### src/rtl/ifd_prefetch.sv
// Instruction prefetch unit.
// Issues one-word reads ahead of the executor into a small circular queue,
// presents the head entry with pre-decoded opcode flags, flushes on a
// control-flow redirect and stops fetching once a HLT has been queued.
// reset_n is active-high despite its name: the block is in reset while it is 1.
module ifd_prefetch #(
  parameter int                    ADDR_WIDTH    = 12,
  parameter int                    DATA_WIDTH    = 12,
  parameter int                    QDEPTH        = 4,
  parameter logic [ADDR_WIDTH-1:0] START_ADDRESS = 12'o200
) (
  input  logic                           clk,
  input  logic                           reset_n,
  input  logic                           stall,
  input  logic                           redirect_valid,
  input  logic [ADDR_WIDTH-1:0]          redirect_addr,
  output logic                           mem_rd_req,
  output logic [ADDR_WIDTH-1:0]          mem_rd_addr,
  input  logic [DATA_WIDTH-1:0]          mem_rd_data,
  output logic                           dec_valid,
  output logic [DATA_WIDTH-1:0]          dec_instr,
  output logic [ADDR_WIDTH-1:0]          dec_pc,
  output logic                           dec_is_mem,
  output logic                           dec_is_op7,
  output logic                           dec_is_hlt,
  output logic [$clog2(QDEPTH+1)-1:0]    q_count,
  output logic                           done
);

  localparam int                    CNT_W    = $clog2(QDEPTH + 1);
  localparam int                    PTR_W    = $clog2(QDEPTH);
  localparam logic [PTR_W-1:0]      LAST_PTR = PTR_W'(QDEPTH - 1);
  localparam logic [DATA_WIDTH-1:0] HLT_WORD = DATA_WIDTH'(12'o7402);

  typedef enum logic [1:0] {
    ST_RUN,        // issuing reads
    ST_HALT_PEND,  // HLT is queued, older entries still draining
    ST_DONE        // HLT consumed, block is idle until reset
  } state_t;

  state_t                  state;
  logic [ADDR_WIDTH-1:0]   fetch_pc;
  logic [ADDR_WIDTH-1:0]   resp_pc;    // address of the read whose data arrives this cycle
  logic                    inflight;   // a read was issued last cycle
  logic [PTR_W-1:0]        rd_ptr;
  logic [PTR_W-1:0]        wr_ptr;
  logic [DATA_WIDTH-1:0]   q_instr [QDEPTH];
  logic [ADDR_WIDTH-1:0]   q_pc    [QDEPTH];

  logic                    redirect_take;
  logic [CNT_W:0]          occupancy;
  logic                    push;
  logic                    pop;
  logic                    push_hlt;
  logic [2:0]              head_op;

  function automatic logic [PTR_W-1:0] next_ptr(input logic [PTR_W-1:0] p);
    return (p == LAST_PTR) ? '0 : p + PTR_W'(1);
  endfunction

  // Request generation, queue handshakes and head-entry decode.
  always_comb begin
    // NOTE: every signal driven here gets a value on every path, so no latch is inferred.
    redirect_take = redirect_valid && (state != ST_DONE);
    // Entries already held plus the one response still on its way.
    occupancy     = {1'b0, q_count} + (CNT_W+1)'(inflight);
    mem_rd_req    = !reset_n && (state == ST_RUN) && !redirect_valid &&
                    (occupancy < (CNT_W+1)'(QDEPTH));
    mem_rd_addr   = reset_n ? '0 : fetch_pc;

    // Responses are accepted only while fetching; anything arriving after a
    // HLT was queued, or in a redirect cycle, is dropped.
    push          = inflight && (state == ST_RUN) && !redirect_valid;
    push_hlt      = push && (mem_rd_data == HLT_WORD);

    dec_valid     = !reset_n && (q_count != '0) && (state != ST_DONE);
    dec_instr     = dec_valid ? q_instr[rd_ptr] : '0;
    dec_pc        = dec_valid ? q_pc[rd_ptr]    : '0;
    head_op       = dec_instr[DATA_WIDTH-1 -: 3];
    dec_is_mem    = dec_valid && (head_op < 3'd6);
    dec_is_op7    = dec_valid && (head_op == 3'd7);
    dec_is_hlt    = dec_valid && (dec_instr == HLT_WORD);

    pop           = dec_valid && !stall && !redirect_valid;
  end

  // Fetch FSM, fetch address, queue pointers and occupancy.
  always_ff @(posedge clk or posedge reset_n) begin
    if (reset_n) begin
      state    <= ST_RUN;
      fetch_pc <= START_ADDRESS;
      resp_pc  <= '0;
      inflight <= 1'b0;
      rd_ptr   <= '0;
      wr_ptr   <= '0;
      q_count  <= '0;
      done     <= 1'b0;
    end else begin
      // NOTE: clocked state uses non-blocking assignments so every register samples pre-edge values.
      inflight <= mem_rd_req;
      if (mem_rd_req) begin
        resp_pc <= fetch_pc;
      end

      if (redirect_take) begin
        // Redirect wins over push and pop: drop everything and restart.
        fetch_pc <= redirect_addr;
        rd_ptr   <= '0;
        wr_ptr   <= '0;
        q_count  <= '0;
        state    <= ST_RUN;
      end else begin
        if (mem_rd_req) begin
          fetch_pc <= fetch_pc + ADDR_WIDTH'(1);
        end
        if (push) begin
          wr_ptr <= next_ptr(wr_ptr);
        end
        if (pop) begin
          rd_ptr <= next_ptr(rd_ptr);
        end
        case ({push, pop})
          2'b10:   q_count <= q_count + CNT_W'(1);
          2'b01:   q_count <= q_count - CNT_W'(1);
          default: q_count <= q_count;
        endcase

        if (pop && dec_is_hlt) begin
          state <= ST_DONE;
          done  <= 1'b1;
        end else if (push_hlt) begin
          state <= ST_HALT_PEND;
        end
      end
    end
  end

  // Queue storage: write the arriving word and its fetch address at the tail.
  always_ff @(posedge clk) begin
    // NOTE: storage is not reset; q_count alone decides which entries are valid.
    if (push) begin
      q_instr[wr_ptr] <= mem_rd_data;
      q_pc[wr_ptr]    <= resp_pc;
    end
  end

endmodule

### config.mk
export PLATFORM = sky130hd
export DESIGN_NAME = ifd_prefetch
export DESIGN_NICKNAME = d
export VERILOG_FILES = /design/src/rtl/ifd_prefetch.sv
export SDC_FILE = /design/constraint.sdc
export NUM_CORES = 1
export LEC_CHECK = 0
export CORE_MARGIN = 2
export CORE_UTILIZATION = 41
export CTS_BUF_LIST = sky130_fd_sc_hd__clkbuf_4 sky130_fd_sc_hd__clkbuf_8
export DETAILED_ROUTE_END_ITERATION = 12
export MAX_ROUTING_LAYER = met4
export PLACE_DENSITY_LB_ADDON = 0.1
export SLEW_MARGIN = 20
export SYNTH_ARGS = -nofsm -noshare
export SYNTH_HDL_FRONTEND = slang
export SYNTH_SLANG_ARGS = --single-unit
### constraint.sdc
create_clock -name clk -period 4 [get_ports clk]
set_clock_uncertainty 0.2 [all_clocks]
set_input_delay 0.6 -clock clk [delete_from_list [all_inputs] [get_ports clk]]
set_output_delay 0.6 -clock clk [all_outputs]
set_load 0.005 [all_outputs]
==> results of run 1 <==
[layout make-up]
class | instances | share of cell area, %
Clock inverter | 15 | 1.65
Sequential cell | 131 | 53.8
Timing Repair Buffer | 89 | 12.1
Multi-Input combinational cell | 222 | 25.4
Tap cell | 176 | 3.15
Inverter | 9 | 0.484
Clock buffer | 17 | 3.35
[flip-flops by register name, indices dropped and copies added, names as in the netlist]
register and flops:
fetch_pc 12, q_count 3, q_instr 48, state 2, q_pc 48, resp_pc 12, wr_ptr 2, inflight 1
rd_ptr 2, done 1
[worst max-delay path by stage]
stage	cells after the start	startpoint	slack (ps)	to
6_report	5	rd_ptr[0]	200	dec_is_hlt
5_1_grt	5	rd_ptr[0]	30	dec_is_hlt
4_1_cts	6	rd_ptr[0]	50	dec_is_hlt
3_5_place_dp	6	rd_ptr[0]	550	dec_is_hlt
3_3_place_gp	6	rd_ptr[0]	570	dec_is_hlt
2_1_floorplan	4	rd_ptr[0]	1460	dec_is_hlt
[cells by family (layout without fill, tap and decap cells)]
kind of cell               count (synthesis)  in the layout
adders and majority gates                  7              7
muxes                                     26             26
xor gates and xnor gates                   7              7
and+or+nand+nor                          152            152
DFF                                      131            131
AOI/OAI and AO/OA                         30             30
buffers and inverters                     27            130
[cell usage in the layout, fill, tap and decap left out, types with 4 or more instances in the layout]
cell             instances
a21oi_1                  7
and2_1                  25
and3_1                   6
buf_4                   17
clkbuf_8                17
clkdlybuf4s50_1         72
clkinv_2                 5
dfrtp_1                 34
edfxtp_1                96
ha_1                     6
inv_1                    9
mux4_1                  10
mux4_2                  14
nand2_1                 63
nand3_1                  8
nand4_1                  4
nor2_1                  10
nor2b_1                 13
nor3_1                   6
o21ai_0                 10
xnor2_1                  5
[worst reg2reg max path: cells and delay by family (launching register included)]
kind / cells / cell delay, ps
AND/OR/NAND/NOR: 3 / 940
AO/OA/AOI/OAI: 3 / 520
flip-flops: 1 / 460
adder cells (fa/ha/maj): 1 / 420
[power by group through the flow]
stage	clock network, µW	logic (µW)	registers, µW
after global routing	1060	668	1770
after CTS	1010	616	1750
after global placement	0	606	1770
final	982	606	1750
after floorplan	0	332	1720
after detailed placement	0	611	1770
[stage by stage]
stage / hold WS, ps / cell area [µm²] / std cells / util (%)
finish: 279 / 6990 / 659 / 52.3
global route: 307 / 6990 / 659 / 52.3
CTS: 290 / 6980 / 659 / 52.3
detailed placement: 269 / 6630 / 627 / 49.7
global placement: 267 / 6630 / 627 / 49.7
floorplan: 259 / 5660 / 380 / -
[layer usage]
layer,share of wire [%],routed length [µm],vias to the layer above,GRT usage (%)
li1,-,-,1605,-
met1,47,5310,1659,21.8
met2,48,5400,97,26.1
met3,4.6,527,11,4.09
met4,1.1,121,0,5.39
met5,0,0,-,-
[what timing repair did]
| action | 4_1_cts | 5_1_grt |
|---|---|---|
| endpoints found under the hold margin | 0 | 0 |
| setup buffers | 0 | 0 |
| setup endpoints to repair | 0 | 1 |
| gates resized for setup | 0 | 1 |
==> impl_metrics.py, run 1 <==
metrics = {
    "global_routing": {
        "antenna_found_initial": 0,
        "grtUsageTotal_pct": 16.7,
        "first_global_vias": 3382,
        "grt_max_degree": 25,
        "grt_pass1_wl_mm": 17.9,
        "grt_overflow": 0,
    },
    "sta": {
        "relSlewSlack_pct": 39.4,
        "worst_pin_slew_ps": 908,
        "rsz0062_at_grt": "no",
        "post-route-min-period_ps": 3800,
        "fmax_mhz": 263,
        "tns_ps": 0,
        "setup_violations": 0,
        "setup_ws_ps": 201,
        "fin_crit_sh_pct": 95.0,
        "hold_viol_final": 0,
        "slew_viol_final": 0,
    },
    "die": {
        "ioPinCount": 73,
        "chipHeight_um": 121,
        "core_area_mm2": 0.0133,
        "initial_utilization_pct": 42.4,
        "rows": 42,
        "die_w_um": 121,
        "die_area_mm2": 0.0148,
    },
    "clocking": {
        "clk_pin_slew_ps": 70,
        "clockBufferDepth": 2,
        "cts_buffers": 17,
        "cts-root-buf": "clkbuf_8",
        "cts_num_sinks": 131,
        "worstSkewPairLatency_ps": 430,
        "postCtsHoldBufs": 0,
        "cts_tree": "done",
        "cts.htree.levels": 4,
    },
    "yosys": {
        "seq_area_frac_synth_pct": 66.5,
        "yosys.cell_count.top_type": "edfxtp_1",
        "synth.area.top_cells": "edfxtp_1, dfrtp_1, mux4_2",
        "syn-cell-area_mm2": 0.00566,
        "synth_area_leader_cell": "edfxtp_1",
        "yosys_warnings": 0,
        "synth_edf_count": 96,
        "synthAdderAreaFrac_pct": 1.68,
        "ys_types": 48,
        "synth_ff_type": "edfxtp_1",
        "synth_top_cell_area_share_pct": 51.0,
        "synth_common_cells": "edfxtp_1, nand2_1, dfrtp_1",
        "synth_nets": 415,
        "synthCells": 380,
        "muxShareOfSynthArea_pct": 10.6,
        "synth_xor_xnor_area_share_pct": 1.08,
        "syn_avg_cell_area_um2": 14.9,
        "ys_ff_latch": 131,
        "synth-simple-area-share_pct": 14.5,
        "async_flop_share_pct": 26.7,
        "synth_top_family_by_area": "simple AND/OR/NAND/NOR gates",
        "synth_compound_area_share_pct": 3.41,
    },
    "worst_setup_path": {
        "path_max_fanout": 6,
        "critical_path_buf_inv_count": 2,
        "end_kind": "output port",
        "crit_family": "simple AND/OR/NAND/NOR gates",
        "crit_path_top_delay_cell": "or4b_4",
        "path_class": "register to output port",
        "arrival_ps": 3000,
        "start_kind": "register",
        "rr_worst_depth": 7,
        "path_cells": "buf_4 > mux4_2 > or4b_4 > nor3b_2 > clkdlybuf4s50_1",
        "reg2reg_slack_ps": 1340,
        "r2r-start": "q_count[0]",
        "r2r_end": "q_count[2]",
        "crit_path_max_incr_delay_ps": 590,
        "timing.critical_path.required_ps": 3200,
    },
    "routing": {
        "via_count": 3372,
        "drt_pre_antenna_iters": 4,
        "avgViaCountPerCell": 5.12,
        "avgRoutedWirePerCell_um": 17.2,
        "drc_errors": 0,
        "drt-total-wl_mm": 11.4,
        "ant_nets": 0,
        "drtIter0Drc": 232,
    },
    "pwr": {
        "sequentialPowerShare_pct": 52.4,
        "combPwrFrac_pct": 18.2,
        "p_int_uw": 2430,
        "total_power_uw": 3330,
        "pwr-share-clk_pct": 29.5,
        "p_per_area_mw_per_mm2": 477,
        "switching_share_pct": 27.0,
        "leakage_uw": 0.00252,
        "p_sw_uw": 901,
        "irDropWorstVdd_v": 0.000190,
    },
    "place": {
        "io_buffers": 72,
        "dp_hpwl_mm": 7.53,
        "dp_slack_ps": 554,
        "place.gp.congestion": 0.788,
    },
    "min_path": {
        "hold_path_class": "register to register",
        "worst_hold_path.endpoint": "done",
        "hp-start": "done",
        "holdPathStages": 1,
    },
    "final_layout": {
        "nNetsFinal": 505,
        "drive_gt1_share_pct": 14.1,
        "area_delta_synth_final_pct": 23.5,
        "multi_input_area_mm2": 0.00178,
        "fill_cells": 1152,
        "regArea_mm2": 0.00376,
        "diodes": 0,
    },
    "outcome": {
        "status": "complete, no violations",
    },
    "job": {
        "drv_cap": 0,
    },
}
Note: power is estimated with default switching activity, not from simulation.
==> run 2, diff against run 1 <==
--- a/config.mk
+++ b/config.mk
@@ -6,7 +6,7 @@
 export NUM_CORES = 1
 export LEC_CHECK = 0
 export CORE_MARGIN = 2
-export CORE_UTILIZATION = 41
+export CORE_UTILIZATION = 25
 export CTS_BUF_LIST = sky130_fd_sc_hd__clkbuf_4 sky130_fd_sc_hd__clkbuf_8
 export DETAILED_ROUTE_END_ITERATION = 12
 export MAX_ROUTING_LAYER = met4
==> run 2 against run 1 <==
Against the previous run: die area is 62% higher; wire length grew 18%; sequential share of layout area decreased by 1.9 points; critical path type unchanged.
==> impl_metrics.py, run 2 (synthesized netlist as in run 1, its figures left out) <==
metrics = {
    "outcome": {
        "status": "complete, no violations",
    },
    "pwr": {
        "sequentialPowerShare_pct": 47.0,
        "leakage_uw": 0.00257,
        "combPwrFrac_pct": 16.6,
        "switching_share_pct": 25.9,
        "p_int_uw": 2760,
        "irDropWorstVdd_v": 0.000223,
        "pwr-share-clk_pct": 36.4,
        "p_sw_uw": 963,
        "p_per_area_mw_per_mm2": 513,
    },
    "die": {
        "initial_utilization_pct": 25.2,
        "chipHeight_um": 154,
        "die_area_mm2": 0.0239,
        "ioPinCount": 73,
        "rows": 55,
        "die_w_um": 154,
        "core_area_mm2": 0.0224,
    },
    "global_routing": {
        "grt_max_degree": 25,
        "antenna_found_initial": 0,
        "grt_overflow": 0,
        "first_global_vias": 3596,
        "grt_pass1_wl_mm": 21.2,
        "grtUsageTotal_pct": 12.3,
    },
    "clocking": {
        "worstSkewPairLatency_ps": 440,
        "cts_num_sinks": 131,
        "cts_buffers": 17,
        "cts-root-buf": "clkbuf_8",
        "cts.htree.levels": 4,
        "clockBufferDepth": 2,
        "postCtsHoldBufs": 0,
        "clk_pin_slew_ps": 70,
        "post_cts_buffers": 0,
        "cts_tree": "done",
    },
    "sta": {
        "post-route-min-period_ps": 3850,
        "tns_ps": 0,
        "hold_viol_final": 0,
        "setup_violations": 0,
        "fin_crit_sh_pct": 96.1,
        "slew_viol_final": 0,
        "worst_pin_slew_ps": 723,
        "rsz0062_at_grt": "no",
        "worst_hold_slack_ps": 288,
        "fmax_mhz": 260,
        "relSlewSlack_pct": 51.8,
    },
    "routing": {
        "via_count": 3389,
        "drt_pre_antenna_iters": 4,
        "drc_errors": 0,
        "ant_nets": 0,
        "drt-total-wl_mm": 13.4,
        "avgViaCountPerCell": 4.42,
        "avgRoutedWirePerCell_um": 17.5,
        "drtIter0Drc": 167,
    },
    "worst_setup_path": {
        "path_max_fanout": 7,
        "start_kind": "register",
        "end_kind": "output port",
        "timing.critical_path.required_ps": 3200,
        "path_class": "register to output port",
        "reg2reg_slack_ps": 1360,
        "arrival_ps": 3050,
    },
    "final_layout": {
        "area_delta_synth_final_pct": 28.2,
        "multi_input_area_mm2": 0.00177,
        "nNetsFinal": 504,
        "most-common-layout-cells": "edfxtp_1, clkdlybuf4s50_1, nand2_1",
        "fill_cells": 2275,
        "diodes": 0,
        "largest_registers": "q_instr: 48 flops, q_pc: 48 flops",
        "layout.cells.most_common": "edfxtp_1",
        "drive_gt1_share_pct": 14.7,
        "regArea_mm2": 0.00376,
    },
    "place": {
        "dp_hpwl_mm": 8.96,
        "place.gp.congestion": 0.746,
        "io_buffers": 72,
    },
    "job": {
        "drv_cap": 0,
    },
    "min_path": {
        "hold_path_class": "register to register",
    },
}
[run 2: cell type report]
class,instances,share of cell area [%]
sequential,131,51.9
timing repair buffer,88,11.6
multi-input combinational,222,24.4
clock buffer,17,3.23
clock inverter,15,3.50
tap,285,4.92
inverter,9,0.466
[run 2: path summary, 6_finish.rpt]
| check | endpoint | from | cells past startpoint |
|---|---|---|---|
| worst max-delay path | dec_is_hlt | rd_ptr[0] | 5 |
| max in group asynchronous | rd_ptr[0] | reset_n | 4 |
| worst min-delay path | done | done | 1 |
| worst max register to register | q_count[2] | q_count[0] | 7 |
| worst min register to register | done | done | 1 |
| min in group asynchronous | fetch_pc[1] | reset_n | 3 |
[run 2: what timing repair did]
action                     4_1_cts  5_1_grt
hold endpoints to repair         0        0
resized for setup                2        0
setup endpoints to repair        1        0
[run 2: routing by layer]
metal / part of all wire [%] / vias up / track usage [%]
li1: - / 1601 / -
met1: 47 / 1714 / 16.0
met2: 48 / 63 / 19.1
met3: 3.2 / 11 / 2.91
met4: 1.2 / 0 / 4.10
met5: 0 / - / -
[run 2: critical path: stages, from the launching register on]
cell             delay (ps)
dfrtp_2                 500
buf_4                   180
mux4_2                  500
or4b_4                  580
nor3b_2                 280
clkdlybuf4s50_1         560
[run 2: power by group through the flow]
stage                     Sequential [µW]  Clock, µW  Combinational (µW)
after floorplan                      1720          0                 332
after global placement               1770          0                 634
after detailed placement             1780          0                 632
after CTS                            1750       1390                 636
after global routing                 1770       1460                 690
final                                1750       1350                 618
[run 2: stage by stage]
stage               area, µm²  util [%]  worst slack [ps]  cells  power [µW]
finish                   7250      32.3               155    767        3720
global route             7250      32.3              15.8    767        3920
CTS                      7250      32.3              84.7    767        3780
detailed placement       6760      30.1               435    735        2410
global placement         6760      30.1               475    735        2400
floorplan                5660         -              1460    380        2060
==> run 3, diff against run 2 <==
--- a/config.mk
+++ b/config.mk
@@ -9,6 +9,7 @@
 export CORE_UTILIZATION = 25
 export CTS_BUF_LIST = sky130_fd_sc_hd__clkbuf_4 sky130_fd_sc_hd__clkbuf_8
 export DETAILED_ROUTE_END_ITERATION = 12
+export HOLD_SLACK_MARGIN = 0.02
 export MAX_ROUTING_LAYER = met4
 export PLACE_DENSITY_LB_ADDON = 0.1
 export SLEW_MARGIN = 20
==> results of run 3 <==
Same layout as run 2: the final DEF is identical, and so are final timing and power.
